$ cat src/rtl/icache_dm_ctrl.sv
// Direct-mapped read-only instruction cache: zero-latency hit, line refill from inst ram on miss.
// Optional ICACHE_STATS_EN adds saturating hit/miss lookup counters.
module icache_dm_ctrl #(
   parameter int LINES   = 16,
   parameter int WORDS   = 4,
   parameter int MEM_LAT = 1
) (
   input  logic        clock,
   input  logic        reset,
   input  logic [31:0] cpu_addr,
   output logic [31:0] cpu_instr,
   output logic        cpu_hold,
   input  logic        flush,
   output logic [31:0] mem_addr,
   input  logic [31:0] mem_data,
   output logic        mem_ce_n,
   output logic        mem_oe_n,
   output logic        mem_we_n,
   output logic        mem_bw
`ifdef ICACHE_STATS_EN
   ,output logic [31:0] hit_count,
   output logic [31:0] miss_count
`endif
);

   localparam int WB  = $clog2(WORDS);
   localparam int IB  = $clog2(LINES);
   localparam int LW  = 30 - WB;          // line address width (tag + index)
   localparam int TW  = LW - IB;
   localparam int LCW = $clog2(MEM_LAT + 1);
   localparam logic [LCW-1:0] LAT_LC  = LCW'(MEM_LAT);
   localparam logic [WB-1:0]  LAST_WC = WB'(WORDS - 1);

   typedef enum logic {IDLE, FILL} state_t;

   state_t           state_q, state_d;
   logic [LINES-1:0] valid_q, valid_d;
   logic [TW-1:0]    tag_q  [LINES];
   logic [31:0]      data_q [LINES][WORDS];
   logic [LW-1:0]    miss_line_q, miss_line_d;
   logic [WB-1:0]    wc_q, wc_d;
   logic [LCW-1:0]   lc_q, lc_d;
   logic             fill_we, fill_done, hit;

   logic [TW-1:0] cpu_tag, miss_tag;
   logic [IB-1:0] cpu_idx, miss_idx;
   logic [WB-1:0] cpu_word;
   logic          unused_byte_bits;

   assign cpu_tag          = cpu_addr[31 -: TW];
   assign cpu_idx          = cpu_addr[2+WB +: IB];
   assign cpu_word         = cpu_addr[2 +: WB];
   assign miss_tag         = miss_line_q[LW-1 -: TW];
   assign miss_idx         = miss_line_q[IB-1:0];
   assign unused_byte_bits = ^cpu_addr[1:0];
   assign hit              = valid_q[cpu_idx] && (tag_q[cpu_idx] == cpu_tag);
   assign mem_we_n         = 1'b1;
   assign mem_bw           = 1'b1;

   always_comb begin
      state_d     = state_q;
      miss_line_d = miss_line_q;
      wc_d        = wc_q;
      lc_d        = lc_q;
      valid_d     = flush ? '0 : valid_q;
      fill_we     = 1'b0;
      fill_done   = 1'b0;
      cpu_hold    = 1'b0;
      cpu_instr   = '0;
      mem_ce_n    = 1'b1;
      mem_oe_n    = 1'b1;
      mem_addr    = '0;
      case (state_q)
         IDLE: begin
            if (hit) begin
               cpu_instr = data_q[cpu_idx][cpu_word];
            end else begin
               cpu_hold    = 1'b1;
               miss_line_d = cpu_addr[31:2+WB];
               wc_d        = '0;
               lc_d        = '0;
               state_d     = FILL;
            end
         end
         FILL: begin
            cpu_hold = 1'b1;
            mem_ce_n = 1'b0;
            mem_oe_n = 1'b0;
            mem_addr = {miss_line_q, wc_q, 2'b00};
            if (lc_q == LAT_LC) begin
               fill_we = 1'b1;
               lc_d    = '0;
               wc_d    = wc_q + 1'b1;
               if (wc_q == LAST_WC) begin
                  // Set after the flush clear so the just-filled line survives a coincident flush.
                  fill_done         = 1'b1;
                  valid_d[miss_idx] = 1'b1;
                  state_d           = IDLE;
               end
            end else begin
               lc_d = lc_q + 1'b1;
            end
         end
         default: state_d = IDLE;
      endcase
      if (reset) cpu_hold = 1'b0;
   end

   always_ff @(posedge clock or posedge reset) begin
      if (reset) begin
         state_q     <= IDLE;
         valid_q     <= '0;
         miss_line_q <= '0;
         wc_q        <= '0;
         lc_q        <= '0;
      end else begin
         state_q     <= state_d;
         valid_q     <= valid_d;
         miss_line_q <= miss_line_d;
         wc_q        <= wc_d;
         lc_q        <= lc_d;
      end
   end

   // Data and tag storage carry no reset; only the valid bits qualify them.
   always_ff @(posedge clock) begin
      if (fill_we) begin
         data_q[miss_idx][wc_q] <= mem_data;
         if (fill_done) tag_q[miss_idx] <= miss_tag;
      end
   end

`ifdef ICACHE_STATS_EN
   always_ff @(posedge clock or posedge reset) begin
      if (reset) begin
         hit_count  <= '0;
         miss_count <= '0;
      end else if (state_q == IDLE) begin
         if (hit && !(&hit_count))        hit_count  <= hit_count + 32'd1;
         else if (!hit && !(&miss_count)) miss_count <= miss_count + 32'd1;
      end
   end
`endif

endmodule

$ cat config.mk
export PLATFORM = sky130hd
export DESIGN_NAME = icache_dm_ctrl
export DESIGN_NICKNAME = d
export VERILOG_FILES = /design/src/rtl/icache_dm_ctrl.sv
export SDC_FILE = /design/constraint.sdc
export NUM_CORES = 2
export LEC_CHECK = 0
export BUFFER_PORTS_ARGS = -buffer_cell sky130_fd_sc_hd__buf_2
export CAP_MARGIN = 20
export CORE_UTILIZATION = 53
export CTS_CLUSTER_SIZE = 40
export DETAILED_ROUTE_END_ITERATION = 8
export GPL_ROUTABILITY_DRIVEN = 0
export GPL_TIMING_DRIVEN = 1
export PLACE_DENSITY = 0.69
export SETUP_SLACK_MARGIN = 0.1
export SYNTH_ARGS = -nofsm -noshare
export SYNTH_HDL_FRONTEND = slang
export SYNTH_SLANG_ARGS = --single-unit
$ cat constraint.sdc
create_clock -name clock -period 6.25 [get_ports clock]
set_input_delay 0.3125 -clock clock [delete_from_list [all_inputs] [get_ports clock]]
set_output_delay 0.3125 -clock clock [all_outputs]
set_load 0.02 [all_outputs]
==> results.toml <==
[outcome]
outcome = "complete, no violations"

[min_path]
whs_path_depth = 2
hold_class = "in -> reg"
min_from = "cpu_addr[6]"
whs_endpoint = "miss_line_q[2]"

[synth]
yosysTopAreaCellShare_pct = 76.6
synth_edf_count = 2432
synth.largest_area_cell = "edfxtp_1"
ys_types = 58
syn_avg_cell_area_um2 = 24.4
synth_cells = 3911
ys.flop_type = "edfxtp_1"
synthTopCellsByArea = "edfxtp_1 77%, mux4_2 18%, dfrtp_1 1.3%"
seq_area_frac_synth_pct = 77.9
ys_seq_elements = 2480
syn_area_mm2 = 0.0953
yosys_warnings = 0
ys_async_sr_fraction_pct = 1.94

[power]
peakVddDrop_mv = 0.331
leakagePower_uw = 0.0338
cellPowerDensity_mw_per_mm2 = 345
power_uw = 37200

[route]
wl_um = 212000
wl_met2_um = 108000
drt_iter0_drc = 4657
postRouteAntennaNets = 0
vias = 42495
dr.pass1.iters = 6
wl_met1_um = 82100
dr.max_layer_used = "met5"
route.detailed.drc = 0
wire_per_inst_um = 31.2
wl_met3_um = 15900
vias_per_cell = 6.25

[place]
dp.final_hpwl_um = 117000
placed_area_mm2 = 0.0997
dp_slack_ns = 1.14
port_buffers = 129

[grt]
grt_start_max_net_pins = 144
grt_pass1_vias = 43777
grt_usage_pct = 23.8
antenna_found_initial = 26
grt_first_pass_wirelength_um = 307000
grt_overflow = 0

[setup_path]
critPathCaptureType = "output pin"
critical_path_required_ns = 5.94
critPathKind = "in -> out"
rr_startpoint = "tag_q[11][0]"
start_kind = "input port"
r2r_cells = 9
r2r_slack_ns = 2.73
worst-path-max-fanout = 73
reg2reg_to = "state_q"
arrival_ns = 4.77

[cells_and_area]
drive_gt1_share_pct = 33.2
final_cell_mix = "2432 x edfxtp_1, 746 x mux4_2, 234 x clkbuf_16"
final_area_mm2 = 0.108
nNetsFinal = 4296
multi_input_area_mm2 = 0.0206
area_delta_synth_final_pct = 13.1
nFillCells = 12025
regArea_mm2 = 0.0742
final_common_cell = "edfxtp_1"

[sta]
tightest_slew_ns = 1.15
slew_headroom_pct = 22.8
hold_violations = 0
finalMaxSlewViolations = 0
period_needed_ns = 5.08
setup_ws_ns = 1.17
finalCritPeriodShare_pct = 81.4
final-setup-viol-count = 0
rsz0062_at_grt = "false"
skew_ns = 0.0554
setup_tns_ns = 0
max_freq_mhz = 197

[clock_tree]
htreeDepth = 4
root_buffer = "clkbuf_16"
postCtsSetupRepairBufs = 0
hold_buffers = 26
clk_path_buf_depth = 3
cts_tree = "done"
cts.sinks = 2480
clk_latency_ns = 0.88
clk_pin_slew_worst_paths_ns = 0.06
numCtsBuffers = 233
post_cts_resized = 0

[floorplanning]
fp-row-count = 155
dieWidth_um = 426
core_area_mm2 = 0.178
top_level_ports = 136
die-area_mm2 = 0.182
fp.dieH_um = 426
start_util_pct = 53.4

[flow_run]
drv_cap = 0
worst max-delay path, stage by stage:
cell and delay, ns:
buf_8 0.59, buf_4 0.40, mux4_2 0.53, a22oi_1 0.25, nand2_1 0.12, xnor2_1 0.20, o2111ai_1 0.16, or4_4 0.59
or4_4 0.81, buf_4 0.29, nor2b_1 0.11, buf_4 0.17, buf_2 0.18
worst max path at each step:
stage	startpoint	slack, ns	endpoint
2_1_floorplan	cpu_addr[5]	2.41	cpu_instr[0]
3_3_place_gp	cpu_addr[4]	1.18	cpu_instr[7]
3_5_place_dp	cpu_addr[4]	1.14	cpu_instr[7]
4_1_cts	cpu_addr[4]	1.11	cpu_instr[7]
5_1_grt	cpu_addr[4]	0.91	cpu_instr[7]
6_report	cpu_addr[4]	1.17	cpu_instr[7]
per-stage QoR:
step / hold slack [ns] / std cells / util [%]
3_3_place_gp: 0.512 / 6298 / 55.8
3_5_place_dp: 0.518 / 6302 / 55.9
2_1_floorplan: 0.411 / 3913 / -
6_report: 0.0989 / 6794 / 60.4
4_1_cts: 0.0548 / 6767 / 60.2
5_1_grt: 0.102 / 6791 / 60.4
cell usage after synthesis, types with 3 or more instances:
| cell | n |
|---|---|
| nand2_1 | 27 |
| edfxtp_1 | 2432 |
| a22o_1 | 7 |
| inv_1 | 24 |
| clkbuf_1 | 115 |
| buf_4 | 13 |
| mux2_4 | 20 |
| buf_1 | 36 |
| xor2_1 | 14 |
| a21oi_1 | 5 |
| buf_6 | 11 |
| a221oi_1 | 4 |
| buf_2 | 40 |
| nor2_1 | 92 |
| mux2_2 | 16 |
| nor2b_1 | 44 |
| mux4_2 | 746 |
| and3_1 | 3 |
| and2_1 | 30 |
| a221o_1 | 3 |
| a22oi_1 | 31 |
| nand3_1 | 15 |
| nand4_1 | 3 |
| xnor2_1 | 10 |
| o21ai_0 | 7 |
| mux2i_1 | 57 |
| o22ai_1 | 16 |
| dfrtp_1 | 48 |
| ha_1 | 4 |
cells by family (layout without fill, tap and decap cells):
group | count (synthesis) | count (layout) | share of synthesized area, %
adder cells (fa/ha/maj) | 4 | 4 | 0.0525
buffers and inverters | 240 | 756 | 1.14
XOR/XNOR | 24 | 24 | 0.221
AND/OR/NAND/NOR | 227 | 227 | 1.18
other | 2 | 14 | 0.00788
flip-flops | 2480 | 2480 | 77.9
AO/OA/AOI/OAI | 95 | 95 | 0.772
multiplexers | 839 | 839 | 18.7
report_power, final:
part / internal (uW) / leakage (uW) / switching, uW / total (uW)
clock: 7770 / 0.00368 / 6080 / 13800
combinational: 1260 / 0.00760 / 2160 / 3410
sequential: 19400 / 0.0225 / 558 / 19900
routing by layer:
layer  vias to the layer above  track usage, %
li1                      17463               -
met1                     23057            31.9
met2                      1685            39.9
met3                       280            4.65
met4                        10            7.19
met5                         -               0
sequential cells by signal, summed over array words and instances (netlist names):
register,cells
miss_line_q,28
data_q,2048
tag_q,384
state_q,1
wc_q,2
lc_q,1
valid_q,16
layout make-up:
type | count | area share [%]
sequential | 2480 | 68.9
multi-input combinational | 1193 | 19.1
clock buffer | 285 | 5.65
tap | 2355 | 2.73
timing repair buffer | 292 | 2.20
clock inverter | 154 | 1.32
inverter | 25 | 0.0871
antenna | 10 | 0.0232
Power figures use the tool's default switching activity.
